File: src/rtl/my_6d5d.sv
// Receive-side 6b/5b decoder with running-disparity tracking, error flags, lock FSM
// and an optional saturating error counter (enabled by MY_6D5D_ERRCNT_EN).
module my_6d5d #(
  parameter int GOOD_TO_LOCK  = 4,
  parameter int BAD_TO_UNLOCK = 3,
  parameter int ERRCNT_W      = 8
) (
  input  logic                clk,
  input  logic                rst_n,
  input  logic [5:0]          mem,
  input  logic                in_valid,
  output logic                in_ready,
  output logic [4:0]          bits,
  output logic                code_err,
  output logic                disp_err,
  output logic                out_valid,
  input  logic                out_ready,
  output logic                CDR,
  output logic                locked,
  output logic [ERRCNT_W-1:0] err_cnt,
  input  logic                err_clr
);

  localparam int CNT_MAX = (GOOD_TO_LOCK > BAD_TO_UNLOCK) ? GOOD_TO_LOCK : BAD_TO_UNLOCK;
  localparam int CNT_W   = $clog2(CNT_MAX + 1);

  typedef enum logic {UNLOCKED, LOCKED} lock_state_t;

  function automatic logic [2:0] weight(input logic [5:0] s);
    logic [2:0] w;
    w = '0;
    for (int i = 0; i < 6; i++) w = w + {2'b00, s[i]};
    return w;
  endfunction

  // Weight-2 table; weight-4 codewords are looked up through their complement.
  // Returns {hit, data}.
  function automatic logic [5:0] map_neg(input logic [5:0] s);
    case (s)
      6'b011000: return {1'b1, 5'b00000};
      6'b100010: return {1'b1, 5'b00001};
      6'b010010: return {1'b1, 5'b00010};
      6'b001010: return {1'b1, 5'b00100};
      6'b000110: return {1'b1, 5'b01000};
      6'b101000: return {1'b1, 5'b01111};
      6'b100100: return {1'b1, 5'b10000};
      6'b000101: return {1'b1, 5'b10111};
      6'b001100: return {1'b1, 5'b11000};
      6'b001001: return {1'b1, 5'b11011};
      6'b010001: return {1'b1, 5'b11101};
      6'b100001: return {1'b1, 5'b11110};
      6'b010100: return {1'b1, 5'b11111};
      default:   return {1'b0, 5'b00000};
    endcase
  endfunction

  function automatic logic [4:0] map_bal(input logic [5:0] s);
    case (s)
      6'b110001: return 5'b00011;
      6'b101001: return 5'b00101;
      6'b011001: return 5'b00110;
      6'b100101: return 5'b01001;
      6'b010101: return 5'b01010;
      6'b110100: return 5'b01011;
      6'b001101: return 5'b01100;
      6'b101100: return 5'b01101;
      6'b011100: return 5'b01110;
      6'b100011: return 5'b10001;
      6'b010011: return 5'b10010;
      6'b110010: return 5'b10011;
      6'b001011: return 5'b10100;
      6'b101010: return 5'b10101;
      6'b011010: return 5'b10110;
      6'b100110: return 5'b11001;
      6'b010110: return 5'b11010;
      6'b001110: return 5'b11100;
      6'b000111: return 5'b00111;
      6'b111000: return 5'b00111;
      default:   return 5'b00000;
    endcase
  endfunction

  logic             out_valid_q;
  logic [4:0]       bits_q;
  logic             code_err_q;
  logic             disp_err_q;
  logic             cdr_q;
  logic             accept;

  logic [2:0]       dec_w;
  logic [5:0]       dec_hit;
  logic [4:0]       dec_bits;
  logic             dec_code_err;
  logic             dec_disp_err;
  logic             cdr_next;
  logic             errored;

  assign in_ready = !out_valid_q || out_ready;
  assign accept   = in_valid && in_ready;

  // NOTE: every signal driven here gets a default first so no path can infer a latch.
  always_comb begin
    dec_w        = weight(mem);
    dec_hit      = '0;
    dec_bits     = '0;
    dec_code_err = 1'b0;
    dec_disp_err = 1'b0;
    cdr_next     = cdr_q;
    case (dec_w)
      3'd2: begin
        dec_hit = map_neg(mem);
        if (dec_hit[5]) begin
          dec_bits     = dec_hit[4:0];
          dec_disp_err = !cdr_q;
          cdr_next     = 1'b0;
        end else begin
          dec_code_err = 1'b1;
        end
      end
      3'd4: begin
        dec_hit = map_neg(~mem);
        if (dec_hit[5]) begin
          dec_bits     = dec_hit[4:0];
          dec_disp_err = cdr_q;
          cdr_next     = 1'b1;
        end else begin
          dec_code_err = 1'b1;
        end
      end
      3'd3: begin
        dec_bits = map_bal(mem);
        // The two forms of 00111 are balanced but still carry a disparity rule.
        if (mem == 6'b000111)      dec_disp_err = !cdr_q;
        else if (mem == 6'b111000) dec_disp_err = cdr_q;
      end
      default: dec_code_err = 1'b1;
    endcase
  end

  assign errored = dec_code_err || dec_disp_err;

  // NOTE: sequential state is written with non-blocking assignments so every flop
  // samples the pre-edge values of the others.
  always_ff @(posedge clk or negedge rst_n) begin
    if (!rst_n) begin
      out_valid_q <= 1'b0;
      bits_q      <= '0;
      code_err_q  <= 1'b0;
      disp_err_q  <= 1'b0;
      cdr_q       <= 1'b0;
    end else begin
      if (accept) begin
        out_valid_q <= 1'b1;
        bits_q      <= dec_bits;
        code_err_q  <= dec_code_err;
        disp_err_q  <= dec_disp_err;
        cdr_q       <= cdr_next;
      end else if (out_ready) begin
        out_valid_q <= 1'b0;
      end
    end
  end

  assign out_valid = out_valid_q;
  assign bits      = bits_q;
  assign code_err  = code_err_q;
  assign disp_err  = disp_err_q;
  assign CDR       = cdr_q;

  lock_state_t      state_q, state_d;
  logic [CNT_W-1:0] cnt_q, cnt_d;

  always_ff @(posedge clk or negedge rst_n) begin
    if (!rst_n) begin
      state_q <= UNLOCKED;
      cnt_q   <= '0;
    end else begin
      state_q <= state_d;
      cnt_q   <= cnt_d;
    end
  end

  always_comb begin
    state_d = state_q;
    cnt_d   = cnt_q;
    if (accept) begin
      case (state_q)
        UNLOCKED: begin
          if (errored) begin
            cnt_d = '0;
          end else if (cnt_q == CNT_W'(GOOD_TO_LOCK - 1)) begin
            state_d = LOCKED;
            cnt_d   = '0;
          end else begin
            cnt_d = cnt_q + 1'b1;
          end
        end
        LOCKED: begin
          if (!errored) begin
            cnt_d = '0;
          end else if (cnt_q == CNT_W'(BAD_TO_UNLOCK - 1)) begin
            state_d = UNLOCKED;
            cnt_d   = '0;
          end else begin
            cnt_d = cnt_q + 1'b1;
          end
        end
        default: begin
          state_d = UNLOCKED;
          cnt_d   = '0;
        end
      endcase
    end
  end

  assign locked = (state_q == LOCKED);

`ifdef MY_6D5D_ERRCNT_EN
  logic [ERRCNT_W-1:0] err_cnt_q;

  always_ff @(posedge clk or negedge rst_n) begin
    if (!rst_n) begin
      err_cnt_q <= '0;
    end else if (err_clr) begin
      err_cnt_q <= '0;
    end else if (accept && errored && (err_cnt_q != '1)) begin
      err_cnt_q <= err_cnt_q + 1'b1;
    end
  end

  assign err_cnt = err_cnt_q;
`else
  logic unused_err_clr;
  assign unused_err_clr = err_clr;
  assign err_cnt        = '0;
`endif

endmodule

File: config.mk
export PLATFORM = sky130hd
export DESIGN_NAME = my_6d5d
export DESIGN_NICKNAME = d
export VERILOG_FILES = /design/src/rtl/my_6d5d.sv
export SDC_FILE = /design/constraint.sdc
export NUM_CORES = 1
export LEC_CHECK = 0
export ABC_AREA = 1
export CAP_MARGIN = 15
export CORE_UTILIZATION = 45
export CTS_CLUSTER_SIZE = 24
export DETAILED_ROUTE_END_ITERATION = 16
export PLACE_DENSITY = 0.7
export SYNTH_ARGS = -nofsm -noshare
export SYNTH_HDL_FRONTEND = slang
export SYNTH_SLANG_ARGS = --single-unit
export TNS_END_PERCENT = 30
File: constraint.sdc
create_clock -name clk -period 3.02 [get_ports clk]
set_input_delay 0.906 -clock clk [delete_from_list [all_inputs] [get_ports clk]]
set_output_delay 0.906 -clock clk [all_outputs]
set_load 0.02 [all_outputs]
# Word level (Yosys, flattened, before mapping)
# Memory sizes are Yosys's and may differ from the RTL's.
# Cells that the tools add are included.
[op_classes]
order_cmp = 0
bitwise_logic = 2
multipliers = 0
n_eq_ne = 9
n_div = 0
n_shift = 0
n_reduce_logical = 8
add_sub_neg = 6
muxes = 28
[ops]
columns = ["cell", "n"]
rows = [
  ["$pmux W5 S3", 1],
  ["$mux W1", 14],
  ["$eq A3 B2 Y1 const B", 4],
  ["$mux W3", 4],
  ["$mux W6", 2],
  ["$mux W5", 2],
  ["$add A3 B1 Y3", 3],
  ["$eq A6 B3 Y1 const B", 1],
  ["$eq A6 B6 Y1 const B", 1],
  ["$not A6 Y6", 1],
  ["$pmux W1 S3", 2],
  ["$pmux W3 S2", 1],
  ["$ne A2 B2 Y1 const B", 2],
  ["$pmux W1 S2", 2],
  ["$reduce_and A4 Y1", 1],
  ["$reduce_bool A2 Y1", 2],
  ["$add A2 B1 Y3", 1],
  ["$add A3 B1 Y3 const B", 1],
  ["$eq A3 B3 Y1 const B", 1],
  ["$add A1 B1 Y2", 1],
  ["$logic_not A1 Y1", 2],
  ["$logic_or A1 B1 Y1", 2],
  ["$logic_and A1 B1 Y1", 1],
  ["$not A1 Y1", 1],
]
[totals]
regBits = 13
mem_bits_ro = 1088
n_memories = 3
latchBits = 0
ram_bits = 0
input_bits = 11
[memory_table]
columns = ["name", "depth", "width", "read_ports", "rd_ports_with_merged_regs", "write_ports", "line_no", "text"]
rows = [
  ["(no name shown)", 64, 6, 1, 0, 0, "39", "case (s)"],
  ["(no name shown)", 64, 6, 1, 0, 0, "39", ""],
  ["(no name shown)", 64, 5, 1, 0, 0, "58", "case (s)"],
]

# Longest topological paths before layout
# Gate-level depths: netlist of run 1.
[logic_depth]
depth_word = 12
ltp_mapped = 19
depth_no_buf = 18

# Worst setup path after synthesis of run 1
# OpenSTA, ideal clock, no wires.
[synth_path]
path_kind = "input to register"
from = "input mem[3]"
to = "register cnt_q[0]"
setup_ps = 117
t_required_ps = 2903
slack_ps = -869
cell_stages = 18
arrival_ps = 3772
cell_sequence = "inv_1 -> buf_2 -> fa_1 -> fa_1 -> inv_1 -> ha_1 -> inv_1 -> fa_1 -> inv_1 -> nand2_1 -> nor2_1 -> inv_1 -> nand3_1 -> inv_1 -> nor2_4 -> nand3_1 -> nand3_1 -> nand2_1"
[synth_between]
elab_chain_cells = 8
[synth_lines]
columns = ["item", "line_no", "text"]
rows = [
  ["from (decl)", "10", "input logic [5:0] mem,"],
  ["$add A3 B1 Y3 / $not A6 Y6 (equally long branches)", "32, 121", ""],
  ["$add A3 B1 Y3 / $mem_v2 Z64 W6 (equally long branches)", "--", ""],
  ["$add A3 B1 Y3 / $mux W6 (equally long branches)", "32, 109", ""],
  ["$eq A3 B2 Y1, or another cell as far along", "109", "case (dec_w)"],
  ["$pmux W1 S3", "109", ""],
  ["$logic_or A1 B1 Y1 *", "140", "assign errored = dec_code_err || dec_disp_err;"],
  ["$mux W3, on equally long branches", "199, 189", ""],
  ["$pmux W3 S2 *", "187", "case (state_q)"],
  ["to (signal assigned)", "179", "cnt_q <= cnt_d;"],
  ["to (decl)", "171", "logic [CNT_W-1:0] cnt_q, cnt_d;"],
]
# Mark *: on every way between the ends. The rest lies on a longest branch, timed or not. The select of a mux whose other input is x is not followed.
# A chain may end at the register's enable or synchronous reset.

# Worst setup path in the final report of run 1
[layout_path]
from = "input mem[0]"
to = "register cnt_q[0]"
[layout_between]
elab_chain_cells = 10
[layout_lines]
columns = ["item", "line_no", "text"]
rows = [
  ["$add A1 B1 Y2", "32", "for (int i = 0; i < 6; i++) w = w + {2'b00, s[i]};"],
  ["$add A2 B1 Y3", "32", ""],
  ["$add A3 B1 Y3 (3 in a row)", "32", ""],
  ["$eq A3 B2 Y1 / $eq A3 B3 Y1 (equally long branches)", "109", ""],
  ["$pmux W1 S3", "109", ""],
  ["$logic_or A1 B1 Y1 *", "140", ""],
  ["$mux W3, on equally long branches", "199, 189", ""],
  ["$pmux W3 S2 *", "187", ""],
]
# Marked as above.

==> flow_metrics.py, run 1 <==
metrics = {
    "status": {
        "outcome": "complete, but fails checks",
        "failed_checks": "setup timing",
    },
    "timing": {
        "relSlewSlack_pct": 62.2,
        "totalNegativeSetupSlack_ns": -4.76,
        "timing.final.ws_setup_ns": -0.529,
        "final.period_utilization_pct": 118,
        "rsz0062_at_grt": "yes",
        "max_freq_ghz": 0.282,
        "finalHoldWorstSlack_ns": 0.479,
        "hold_violations": 0,
        "finalSetupViolCount": 12,
        "timing.final.max_slew_violations": 0,
        "finClkSkew_ns": 0.000432,
        "min_period_ns": 3.55,
        "worstMarginPinSlew_ns": 0.565,
    },
    "cts": {
        "worstSkewPairLatency_ns": 0.24,
        "holdBufCountCts": 0,
        "cts_made_buffers": 3,
        "clock_sinks": 13,
        "clk_pin_slew_ns": 0.05,
        "ctsRootBufferMaster": "sky130_fd_sc_hd__clkbuf_8",
        "max_clock_buf_depth": 2,
        "cts.htree.levels": 1,
        "cts_tree": "yes",
    },
    "floorplanning": {
        "io-pin-count": 30,
        "core_area_sq_um": 3440,
        "die_area_sq_um": 3960,
        "rows": 21,
        "die_h_um": 62.9,
        "initial_standard_cell_utilization_of_the_core_pct": 48.5,
        "dieWidth_um": 62.9,
    },
    "routing": {
        "drt.antenna.violating_nets": 0,
        "post-route-drc-count": 0,
        "route.final.wire_length_mm": 3.88,
        "detailedRoute.firstPassIterationCount": 5,
        "via_per_inst": 5.09,
        "avgRoutedWirePerCell_um": 11.1,
        "drt-initial-drc-count": 147,
        "detailroute.via_count": 1770,
    },
    "critical_path": {
        "critPathLaunch": "mem[0]",
        "setup.worst_path.end_class": "flip-flop",
        "path_delay_family": "adder cells",
        "cp_launch_type": "primary input",
        "critical_path.n_buffers_inverters": 5,
        "worstReg2RegEnd": "cnt_q[2]",
        "critical_path_peak_fanout": 5,
        "worstRegToRegCells": 6,
        "critPathKind": "in -> reg",
        "crit_path_frequent_cell": "sky130_fd_sc_hd__nand2_1",
        "worst_path_largest_cell_delay_ns": 0.57,
        "cp_data_required_time_ns": 3.15,
        "critical_path.cell_chain": "buf_8 -> inv_4 -> fa_1 -> fa_1 -> inv_1 -> ha_2 -> inv_2 -> fa_2 -> inv_2 -> nor3_4 -> nand2_2 -> nand2_1 -> nand3_4 -> nand2_4 -> nand2_1 -> nand3_1 -> nand2_1",
        "cpMaxStageDelayCell": "sky130_fd_sc_hd__fa_2",
        "critical_path_arrival_ns": 3.68,
        "timing.reg2reg.setup_slack_ns": 1.58,
        "worstReg2RegStart": "cnt_q[0]",
    },
    "layout": {
        "most-common-layout-cells": "sky130_fd_sc_hd__nand2_1, sky130_fd_sc_hd__nand3_1, sky130_fd_sc_hd__inv_1, sky130_fd_sc_hd__buf_4, sky130_fd_sc_hd__nor2_1",
        "final_layout_size_suffix_gt1_share_pct": 20.2,
        "final_common_cell": "sky130_fd_sc_hd__nand2_1",
        "antennaDiodeCount": 0,
        "nNetsFinal": 326,
        "postLayoutCoreUtil_pct": 61.2,
        "layoutNonFillerInstCount": 348,
        "syn_to_final_growth_pct": 26.1,
    },
    "logic_synthesis": {
        "synth_top_area_share_pct": 19.5,
        "yosys_warnings": 0,
        "ys_seq_elements": 13,
        "synth.largest_area_cell": "sky130_fd_sc_hd__dfrtp_1",
        "syn-cell-area_sq_um": 1670,
        "syn-mean-instance-area_sq_um": 6.23,
        "synthesized_netlist_cell_count": 268,
        "synth_cell_type_count": 34,
        "ys_top_cells_by_area": "sky130_fd_sc_hd__dfrtp_1, sky130_fd_sc_hd__nand2_1, sky130_fd_sc_hd__nand3_1",
        "ys_seq_area_share_pct": 19.5,
    },
    "hold_path": {
        "whs_path_depth": 2,
        "hold_endpoint": "bits[1]",
        "hold_class": "reg -> reg",
        "holdCritStartpoint": "bits[1]",
    },
    "placement": {
        "detailedPlace.worstSlack_ns": -1.31,
        "dp_hpwl_mm": 3.12,
        "gp_congestion": 0.907,
        "placedCellCount": 341,
        "port_buffers": 20,
    },
    "job": {
        "maxCapViolations": 0,
    },
    "global_route": {
        "antenna_found_initial": 0,
        "grtUsageTotal_pct": 21.0,
        "grt_pass1_vias": 1604,
        "global_route_wire_length_before_repair_mm": 6.72,
        "grt_overflow_total": 0,
        "grt_start_max_net_pins": 16,
    },
    "power_and_ir_drop": {
        "p_leak_nw": 1.11,
        "vdd_drop_max_mv": 0.431,
        "powerDensity_nw_per_um2": 501,
    },
}
worst min-delay path: stages (launching register included):
cell and delay (ns):
sky130_fd_sc_hd__dfrtp_1 0.34, sky130_fd_sc_hd__nand2_1 0.06, sky130_fd_sc_hd__nand2_1 0.05
area by class of cell:
cell class	count	area, sq um
Tap cell	46	57.6
Fill cell	316	1340
Inverter	37	145
Timing Repair Buffer	39	357
Sequential cell	13	325
Multi-Input combinational cell	209	1180
Clock buffer	4	45.0
synthesized netlist by cell type:
cell type	instances
sky130_fd_sc_hd__or2_2	1
sky130_fd_sc_hd__buf_2	3
sky130_fd_sc_hd__nand2_2	6
sky130_fd_sc_hd__nor2_2	1
sky130_fd_sc_hd__nor3_1	2
sky130_fd_sc_hd__inv_2	3
sky130_fd_sc_hd__nor2_8	1
sky130_fd_sc_hd__nand2_1	83
sky130_fd_sc_hd__a211oi_1	1
sky130_fd_sc_hd__fa_1	3
sky130_fd_sc_hd__nand3_1	35
sky130_fd_sc_hd__a21oi_1	9
sky130_fd_sc_hd__o211ai_1	3
sky130_fd_sc_hd__nand3_4	1
sky130_fd_sc_hd__nand4_1	3
sky130_fd_sc_hd__buf_6	2
sky130_fd_sc_hd__conb_1	1
sky130_fd_sc_hd__buf_4	10
sky130_fd_sc_hd__o22ai_1	2
sky130_fd_sc_hd__o221ai_1	1
sky130_fd_sc_hd__nor4_1	1
sky130_fd_sc_hd__a31oi_1	2
sky130_fd_sc_hd__clkbuf_1	1
sky130_fd_sc_hd__ha_1	9
sky130_fd_sc_hd__nor2_4	2
sky130_fd_sc_hd__dfrtp_1	13
sky130_fd_sc_hd__nand2_4	2
sky130_fd_sc_hd__a22oi_1	1
sky130_fd_sc_hd__o21ai_0	12
sky130_fd_sc_hd__nor3_2	1
sky130_fd_sc_hd__o21ai_1	1
sky130_fd_sc_hd__clkinv_1	2
sky130_fd_sc_hd__nor2_1	18
sky130_fd_sc_hd__inv_1	32
worst max-delay path by stage:
stage / slack [ns] / cells past startpoint / to
global route: -0.64 / 18 / cnt_q[2]
detailed placement: -1.31 / 17 / cnt_q[2]
floorplan: -0.71 / 18 / cnt_q[0]
finish: -0.53 / 17 / cnt_q[0]
global placement: -1.26 / 17 / cnt_q[2]
CTS: -0.65 / 18 / cnt_q[2]
report_power, final:
| group | switching, mW | internal, mW | total, mW | leakage [nW] |
|---|---|---|---|---|
| logic | 0.379 | 0.266 | 0.645 | 0.923 |
| clock network | 0.0596 | 0.0931 | 0.153 | 0.0228 |
| registers | 0.0354 | 0.223 | 0.258 | 0.164 |
registers in the layout, summed over array words and instances, names as in the netlist:
signal / count
bits: 5
cnt_q: 3
CDR: 1
code_err: 1
disp_err: 1
locked: 1
out_valid: 1
logic make-up after synthesis:
kind of cell,share of synthesized area (%)
and+or+nand+nor,43.8
other,0.225
adders and majority gates,10.3
DFF,19.5
AOI/OAI and AO/OA,10.9
buffers and inverters,15.3
metrics by stage:
step | total power [mW] | cell area (sq um)
CTS | 1.03 | 2060
floorplan | 0.664 | 1710
finish | 1.06 | 2110
global placement | 0.826 | 1970
detailed placement | 0.832 | 1970
global route | 1.14 | 2110
metal layers:
metal  up-vias  track usage [%]  share of wire [%]
li1        913                -                  -
met1       788             28.4                 47
met2        69             34.3                 46
met3         0             4.74                6.8
met4         0             3.78                  0
met5         -                0                  0
repair_timing:
action | CTS | global route
resized for setup | 26 | 15
pin swaps | 12 | 9
endpoints found under the setup margin | 12 | 12
buffers inserted | 3 | 0
Note: power is estimated with default switching activity, not from simulation.
==> run 2: changes to the inputs <==
Settings changed: GPL_TIMING_DRIVEN from default to 1.
==> results of run 2 <==
No change in the layout: final DEF, timing and power equal those of run 1.
